<file path="config.mk">
export PLATFORM = sky130hd
export DESIGN_NAME = alu_result_buffer
export DESIGN_NICKNAME = d
export VERILOG_FILES = /design/src/rtl/alu_result_buffer.sv
export SDC_FILE = /design/constraint.sdc
export NUM_CORES = 1
export LEC_CHECK = 0
export CORE_AREA = 10 10 72 74
export DETAILED_ROUTE_END_ITERATION = 12
export DIE_AREA = 0 0 82 84
export SYNTH_ARGS = -nofsm -noshare
export SYNTH_HDL_FRONTEND = slang
export SYNTH_SLANG_ARGS = --single-unit
</file>
<file path="constraint.sdc">
create_clock -name clk -period 1.59 [get_ports clk]
set_input_delay 0.318 -clock clk [delete_from_list [all_inputs] [get_ports clk]]
set_output_delay 0.318 -clock clk [all_outputs]
set_load 0.01 [all_outputs]
</file>
<file path="src/rtl/alu_result_buffer.sv">
// Execute-stage result buffer: captures ALU result/carry/overflow/rd, derives NZCV,
// and hands entries to writeback through a 2-entry valid/ready FIFO with synchronous flush.
module alu_result_buffer #(
    parameter int N     = 4,
    parameter int REG_W = 4
) (
    input  logic             clk,
    input  logic             rst_n,
    input  logic             flush,
    input  logic             in_valid,
    output logic             in_ready,
    input  logic [N-1:0]     in_result,
    input  logic             in_carry,
    input  logic             in_overflow,
    input  logic [REG_W-1:0] in_rd,
    output logic             out_valid,
    input  logic             out_ready,
    output logic [N-1:0]     out_result,
    output logic [3:0]       out_flags,
    output logic [REG_W-1:0] out_rd
);

    typedef struct packed {
        logic [N-1:0]     result;
        logic [3:0]       flags;
        logic [REG_W-1:0] rd;
    } entry_t;

    entry_t     slot [2];
    entry_t     in_ent;
    logic [1:0] count;
    logic       head;
    logic       tail;
    logic       push;
    logic       pop;

    always_comb begin
        in_ent.result = in_result;
        in_ent.flags  = {in_result[N-1], (in_result == '0), in_carry, in_overflow};
        in_ent.rd     = in_rd;
    end

    // Handshake readiness depends only on registered count, so no in->out comb path.
    assign in_ready  = (count != 2'd2);
    assign out_valid = (count != 2'd0);
    assign push      = in_valid & in_ready & ~flush;
    assign pop       = out_valid & out_ready;

    always_ff @(posedge clk or negedge rst_n) begin
        if (!rst_n) begin
            count   <= 2'd0;
            head    <= 1'b0;
            tail    <= 1'b0;
            slot[0] <= '0;
            slot[1] <= '0;
        end else if (flush) begin
            // Slot contents stay; only the valid accounting is killed.
            count <= 2'd0;
            head  <= 1'b0;
            tail  <= 1'b0;
        end else begin
            if (push) begin
                slot[tail] <= in_ent;
                tail       <= ~tail;
            end
            if (pop)
                head <= ~head;
            case ({push, pop})
                2'b10:   count <= count + 2'd1;
                2'b01:   count <= count - 2'd1;
                default: count <= count;
            endcase
        end
    end

    assign out_result = slot[head].result;
    assign out_flags  = slot[head].flags;
    assign out_rd     = slot[head].rd;

endmodule

</file>
* After elaboration in Yosys (flattened, before gate mapping)
Index checks and enable logic that the tools add are counted.
Word-level totals: bits of input ports 15, bits in registers 28, logic and storage cells 44
Operators by class: reduce and logical (&&, ||, !) cells 7, magnitude comparators 3, eq/ne operators 3, bitwise gates (word level) 8, muxes and demuxes 12, add/sub/neg operators 2
Operator list (number):
- $mux 12 | 4
- $bwmux 24 | 1
- $demux 12 s1 | 1
- $reduce_bool 2->1 | 3
- $ge 2x2->1 const B | 2
- $logic_not 4->1 | 1
- $mux 1 | 4
- $not 1->2 | 2
- $pmux 2 s2 | 1
- $and 1x1->1 | 3
- $not 1->1 | 3
- $reduce_bool 3->1 | 1
- $add 2x1->2 const B | 1
- $eq 2x1->1 const B | 1
- $eq 2x2->1 const B | 1
- $lt 2x1->1 const B | 1
- $mux 2 | 1
- $ne 2x2->1 const B | 1
- $reduce_and 2->1 | 1
- $sub 2x1->2 const B | 1
- $logic_and 1x1->1 | 1

* Longest topological paths before layout
Gate-level depths: netlist of the first run.
depth after elaboration 6, depth in mapped cells 5, depth with buffers taken out 4

* Worst setup path before layout of the first run
OpenSTA, ideal clock, no wires.
path type reg-to-output, start register head, end output out_result[3], slack 172 ps, stages on the path, launching flop included 4, arrival 1100 ps, path buffers 2, cell sequence dfrtp_1 > buf_2 > mux2_2 > buf_4
Between the ends: word-level cells in the longest chain between the ends 4
Ends and longest elaborated chain:
- from (decl) | line 32 | logic head;
- from (signal assigned) | line 67 | head <= ~head;
- $not 1->2 (not written as such) | line 76 | assign out_result = slot[head].result;
- $mux 12 (3 in a row)
- to (decl) | line 18 | output logic [N-1:0] out_result,
Every way passes these cells. The select of a mux whose other input is x is not followed.

* Worst setup path in the final report of the first run
start register head, end output out_rd[2]
Between the ends: word-level cells in the longest chain between the ends 4
Ends and longest elaborated chain:
- $not 1->2 (not written as such) | line 78 | assign out_rd = slot[head].rd;
- $mux 12 (not written as such) (3 in a row) | line 78
- to (decl) | line 20 | output logic [REG_W-1:0] out_rd
Every way passes these cells. The select of a mux whose other input is x is not followed.

==> flow_summary_export.csv, run 1 <==
group,metric,value,unit
run_status,status,"complete, but fails checks",
run_status,failed_checks,"negative setup slack",
logic_synthesis,async_reset_ff_frac,1.00,
worst_setup_path,path_cells,"buf_6 > buf_6 > mux2_4 > buf_6",
floorplan,core_area,0.00386,mm²
sta,rsz0062_at_grt,"yes",
logic_synthesis,syn_area,0.00129,mm²
logic_synthesis,synthDistinctLibCells,22,
cells_and_area,nets,149,
power,ir_drop,0.507,mV
placed_design,port_buffers,28,
detailed_routing,drt_wl_total,2.74,mm
flow_run,drv_cap,0,
clock_network,clk_pin_slew_worst_paths,0.09,ns
logic_synthesis,synth-adder-area-share,0,
sta,slew-limit-headroom,0.735,
logic_synthesis,ys_warn_count,0,
worst_setup_path,path_class,"reg2out",
worst_setup_path,cp_data_required_time,1.27,ns
clock_network,cts_root_buf,"clkbuf_8",
logic_synthesis,ys_ff_latch,26,
logic_synthesis,synth-xor-area-share,0.00678,
clock_network,cts_buffer_depth,2,
grt,grt_start_max_net_pins,27,
cells_and_area,layout_common_cells,"mux2_4 (28), dfrtp_1 (25), buf_6 (18)",
logic_synthesis,synth_nets,102,
logic_synthesis,synth-simple-area-share,0.0775,
cells_and_area,fillers,348,
clock_network,cts-buffers-inserted,3,
logic_synthesis,synth-seq-area-share,0.504,
worst_setup_path,r2r_setup_slack,0.08,ns
clock_network,clk_latency,0.27,ns
detailed_routing,vias_per_cell,4.73,
sta,fmax,597,MHz
sta,tightest_slew,0.395,ns
sta,final.setup_skew,0.00329,ns
worst_setup_path,start_kind,"register",
floorplan,ios,29,
power,power,1.96,mW
detailed_routing,drtPass1Iterations,4,
worst_setup_path,cp_num_buf_inv,3,
detailed_routing,drc_errors,0,
cells_and_area,drive_above_1_share,0.564,
clock_network,h-tree-depth,1,
floorplan,die_width,82,µm
cells_and_area,antenna_cells,0,
floorplan,initial_core_util,0.335,
grt,overflow,0,
sta,setup_slack,-0.0848,ns
sta,fin_crit_sh,1.05,
floorplan,dieArea,0.00689,mm²
logic_synthesis,synthMuxAreaShare,0.346,
power,cellLeakagePower,0.873,nW
worst_setup_path,worst-path-max-fanout,4,
grt,grtUsageTotal,0.0808,
worst_setup_path,crit_path_frequent_cell,"buf_6",
logic_synthesis,synth_edf_count,0,
placed_design,place_congestion,0.761,
hold_path,min_path_type,"in2async",
clock_network,ctsHoldBuffers,0,
logic_synthesis,avgSynthCellArea,14.8,µm²
detailed_routing,dr_total_vias,865,
sta,finalHoldViolCount,0,
grt,grt_pass1_wl,4.49,mm
worst_setup_path,critPathCaptureType,"primary output",
cells_and_area,area_growth,43.2,%
clock_network,clkSinkCount,26,
power,p_per_area,1060,mW/mm²
floorplan,dieHeight,84,µm
placed_design,hpwlAfterDp,2.02,mm
grt,antenna_found_initial,0,
floorplan,row_count,23,
detailed_routing,antenna_left,0,
worst_setup_path,cpPeakStageDelay,0.42,ns
logic_synthesis,syn_inst,87,
sta,hold_slack,0.413,ns
worst_setup_path,cpLargestDelayFamily,"flip-flops",
logic_synthesis,synthFlopType,"dfrtp_1",
detailed_routing,drtIter0Drc,27,
sta,setup_viol,11,
worst_setup_path,cp_slowest_cell,"dfrtp_1",
worst_setup_path,reg2reg_to,"slot[12]$_DFFE_PN0P_",
detailed_routing,wl_per_cell,15.0,µm
sta,fin_crit,1.67,ns
clock_network,tritoncts,"done",
worst_setup_path,arrival,1.36,ns
cells_and_area,final_common_cell,"mux2_4",
worst_setup_path,r2r-start,"count[0]$_DFFE_PN0P_",
grt,grt_pass1_vias,925,
logic_synthesis,synth_compound_area_frac,0.0300,
logic_synthesis,synth_top_family_by_area,"multiplexers",
worst_setup_path,reg2reg_depth,6,
sta,drv_slew,0,
## worst max path at each step
stage	startpoint	to	slack, ns	cells after the start
after floorplan	head$_DFFE_PN0P_	out_result[3]	0.17	3
after global placement	in_valid	slot[20]$_DFFE_PN0P_	-0.22	5
after detailed placement	in_valid	slot[12]$_DFFE_PN0P_	-0.24	5
after CTS	head$_DFFE_PN0P_	out_rd[2]	-0.08	4
after global routing	head$_DFFE_PN0P_	out_rd[0]	-0.12	4
final	head$_DFFE_PN0P_	out_rd[2]	-0.08	4
## cells in the mapped netlist (2+ instances only)
cell type,n,area [µm²]
mux2_2,13,146
o21ai_0,3,15.0
a21oi_1,2,10.0
nor2_1,4,15.0
buf_6,2,22.5
mux2_4,20,300
inv_2,2,7.51
nand3_1,2,10.0
dfrtp_1,26,651
## through the flow
step / util / setup WS [ns] / setup TNS [ns] / instances / cell area, µm²
after floorplan: - / 0.172 / 0 / 87 / 1290
after global placement: 0.438 / -0.220 / -4.23 / 173 / 1690
after detailed placement: 0.438 / -0.238 / -4.45 / 173 / 1690
after CTS: 0.469 / -0.0834 / -0.371 / 183 / 1810
after global routing: 0.480 / -0.119 / -0.814 / 183 / 1850
final: 0.480 / -0.0848 / -0.308 / 183 / 1850
## cell families after synthesis
| logic type | Yosys count |
|---|---|
| buffers and inverters | 7 |
| AOI/OAI and AO/OA | 7 |
| xor gates and xnor gates | 1 |
| muxes | 33 |
| DFF | 26 |
| and+or+nand+nor | 13 |
## sequential cells by signal (all words and copies together), names as in the netlist
register and cells:
slot 22, count 2, head 1, tail 1
## power by group
part           total, mW  internal [mW]  switching (mW)
registers          0.873          0.794          0.0788
logic              0.655          0.449           0.205
clock network      0.431          0.221           0.210
## what timing repair did
| item | CTS | global route |
|---|---|---|
| setup endpoints to repair | 14 | 16 |
| gates resized for setup | 68 | 11 |
| buffers inserted | 6 | 0 |
## final cells by class
class | count | area, µm² | area share
Sequential cell | 26 | 652 | 0.353
Multi-Input combinational cell | 54 | 624 | 0.338
Timing Repair Buffer | 46 | 444 | 0.240
Tap cell | 50 | 62.6 | 0.0338
Clock buffer | 4 | 55.1 | 0.0298
Inverter | 3 | 11.3 | 0.00609
## metal layers
| layer | wire [µm] | vias to the layer above | GRT usage |
|---|---|---|---|
| li1 | - | 403 | - |
| met1 | 1250 | 433 | 0.105 |
| met2 | 1320 | 25 | 0.123 |
| met3 | 138 | 4 | 0.0216 |
| met4 | 33 | 0 | 0.0279 |
| met5 | 0 | - | 0 |
## worst register-to-register path: cells and delay by family (launching register included)
family / cells / cell delay, ns
buf+inv: 3 / 0.46
flops: 1 / 0.37
mux: 1 / 0.33
simple gates: 2 / 0.24
Power figures use the tool's default switching activity.
==> inputs of run 2 (changes only) <==
--- a/config.mk
+++ b/config.mk
@@ -11,3 +11,4 @@
 export SYNTH_ARGS = -nofsm -noshare
 export SYNTH_HDL_FRONTEND = slang
 export SYNTH_SLANG_ARGS = --single-unit
+export TNS_END_PERCENT = 10
==> run 2 against run 1 <==
  * The run still ends with negative setup slack left
  * Wire length decreased by 1.3%
  * Clock power about the same
  * Hold slack got worse by 0.0028 ns
  * Core utilization decreased by 1.1 points
  * Power decreased by 0.46%
  * Cell count decreased by 2.7%
  * Critical path depth decreased by 1
  * Clock skew increased by 0.0028 ns
  * Non-clock buffer count decreased by 5
  * Final area decreased by 2.2%
  * Combinational power decreased by 2%
  * First-iteration DRC count decreased by 22%
==> flow_summary_export.csv, run 2 (synthesis gave the netlist of run 1 again) <==
group,metric,value,unit
sta,final.setup_skew,0.00606,ns
power,comb_power_share,0.328,
clock_network,clk_latency,0.27,ns
flow_run,drv_cap,0,
power,ir_drop,0.509,mV
sta,drv_slew,0,
grt,grt_pass1_wl,4.37,mm
worst_setup_path,cp_slowest_cell,"dfrtp_1",
floorplan,dieArea,0.00689,mm²
grt,antenna_found_initial,0,
worst_setup_path,reg2reg_to,"slot[12]$_DFFE_PN0P_",
sta,rsz0062_at_grt,"yes",
placed_design,port_buffers,28,
sta,fin_crit,1.63,ns
cells_and_area,final_common_cell,"mux2_4",
clock_network,tritoncts,"done",
sta,fin_crit_sh,1.03,
placed_design,hpwlAfterDp,2.02,mm
detailed_routing,drt_wl_total,2.71,mm
clock_network,h-tree-depth,1,
worst_setup_path,arrival,1.31,ns
clock_network,cts-buffers-inserted,3,
detailed_routing,wl_per_cell,15.2,µm
sta,fmax,614,MHz
cells_and_area,final_cells,178,
cells_and_area,top_regs,"slot x22, count x2",
detailed_routing,routed.top_layer,"met4",
detailed_routing,antenna_left,0,
grt,grtUsageTotal,0.0788,
sta,slew-limit-headroom,0.726,
sta,tightest_slew,0.407,ns
grt,grt_start_max_net_pins,27,
cells_and_area,top_register,"slot",
power,pwr-share-clk,0.221,
detailed_routing,drc_errors,0,
grt,overflow,0,
cells_and_area,nets,144,
sta,finalHoldViolCount,0,
power,power.internal,1.46,mW
cells_and_area,multi_input_area,632,µm²
cells_and_area,area_growth,40.0,%
cells_and_area,seq_area,652,µm²
cells_and_area,antenna_cells,0,
worst_setup_path,critPathCaptureType,"primary output",
clock_network,cts_buffer_depth,2,
power,swShare,0.253,
grt,grt_pass1_vias,900,
worst_setup_path,crit_path_frequent_cell,"buf_6",
worst_setup_path,crit_path_start,"head$_DFFE_PN0P_",
worst_setup_path,cp_data_required_time,1.27,ns
power,power,1.95,mW
clock_network,clk_pin_slew_worst_paths,0.09,ns
cells_and_area,fillers,353,
sta,setup_viol,8,
worst_setup_path,reg2reg_depth,5,
sta,hold_slack,0.410,ns
power,power_switching,0.493,mW
clock_network,clkSinkCount,26,
worst_setup_path,r2r_setup_slack,0.09,ns
clock_network,cts_root_buf,"clkbuf_8",
floorplan,core_area,0.00386,mm²
sta,setup_slack,-0.0399,ns
run_status,status,"complete, but fails checks",
worst_setup_path,path_cells,"buf_6 > mux2_4 > buf_6",
power,p_per_area,1080,mW/mm²
cells_and_area,final_util,0.469,
detailed_routing,met2RoutedLength,1.27,mm
detailed_routing,wl_met1,1.26,mm
detailed_routing,dr_total_vias,815,
worst_setup_path,path_class,"reg2out",
floorplan,row_count,23,
hold_path,min_path_type,"in2async",
run_status,failed_checks,"negative setup slack",
floorplan,ios,29,
clock_network,ctsHoldBuffers,0,
detailed_routing,wl_met3,141,µm
worst_setup_path,cpPeakStageDelay,0.42,ns
detailed_routing,vias_per_cell,4.58,
cells_and_area,drive_above_1_share,0.539,
floorplan,dieHeight,84,µm
detailed_routing,drtIter0Drc,21,
floorplan,initial_core_util,0.335,
placed_design,place_congestion,0.761,
placed_design,dp.cells,173,
cells_and_area,largest_reg_flops,22,
worst_setup_path,r2r-start,"count[1]$_DFFE_PN0P_",
power,cellLeakagePower,0.849,nW
cells_and_area,layout_common_cells,"mux2_4 (30), dfrtp_1 (25), clkdlybuf4s50_1 (14), buf_6 (14), buf_4 (10)",
detailed_routing,drtPass1Iterations,4,
power,pwr-share-seq,0.450,
worst_setup_path,crit_path_end,"out_flags[2]",
worst_setup_path,worst-path-max-fanout,6,
worst_setup_path,start_kind,"register",
floorplan,die_width,82,µm
[run 2: what timing repair did]
| action | CTS | global route |
|---|---|---|
| endpoints found under the setup margin | 14 | 15 |
| resized for setup | 58 | 16 |
| setup buffers | 1 | 0 |
[run 2: stage by stage]
step	TNS, ns	setup WS, ns	instance area, µm²
after floorplan	0	0.172	1290
after global placement	-4.23	-0.220	1690
after detailed placement	-4.45	-0.238	1690
after CTS	-0.535	-0.115	1760
after global routing	-0.721	-0.0803	1810
final	-0.232	-0.0399	1810
[run 2: worst max-delay path: cells and delay by family (launching register included)]
| family | cells | cell delay [ns] |
|---|---|---|
| DFF | 1 | 0.42 |
| muxes | 1 | 0.32 |
| buffers and inverters | 2 | 0.29 |
[run 2: final cells by class]
class | count | share of cell area
flip-flops and latches | 26 | 0.361
repair buffers | 41 | 0.219
well taps | 50 | 0.0346
inverters | 3 | 0.00623
multi-input cells | 54 | 0.349
clock buffers | 4 | 0.0304
[run 2: power by group through the flow]
| stage | Clock [mW] | Combinational, mW | Sequential, mW |
|---|---|---|---|
| after floorplan | 0 | 0.353 | 0.857 |
| after global placement | 0 | 0.583 | 0.877 |
| after detailed placement | 0 | 0.589 | 0.883 |
| after CTS | 0.443 | 0.598 | 0.872 |
| after global routing | 0.468 | 0.685 | 0.902 |
| final | 0.431 | 0.640 | 0.878 |
[run 2: layer usage]
metal	global-route usage	vias to the layer above
li1	-	391
met1	0.101	403
met4	0.0279	0
met3	0.0248	4
met5	0	-
met2	0.120	17
[run 2: worst min-delay path by stage]
stage / from / end / slack [ns] / cells past startpoint
floorplan: rst_n / count[0]$_DFFE_PN0P_ / 0.02 / 0
finish: rst_n / count[0]$_DFFE_PN0P_ / 0.41 / 2
global route: rst_n / count[1]$_DFFE_PN0P_ / 0.44 / 2
detailed placement: slot[1]$_DFFE_PN0P_ / slot[1]$_DFFE_PN0P_ / 0.49 / 1
CTS: rst_n / count[1]$_DFFE_PN0P_ / 0.43 / 2
global placement: slot[6]$_DFFE_PN0P_ / slot[6]$_DFFE_PN0P_ / 0.48 / 1
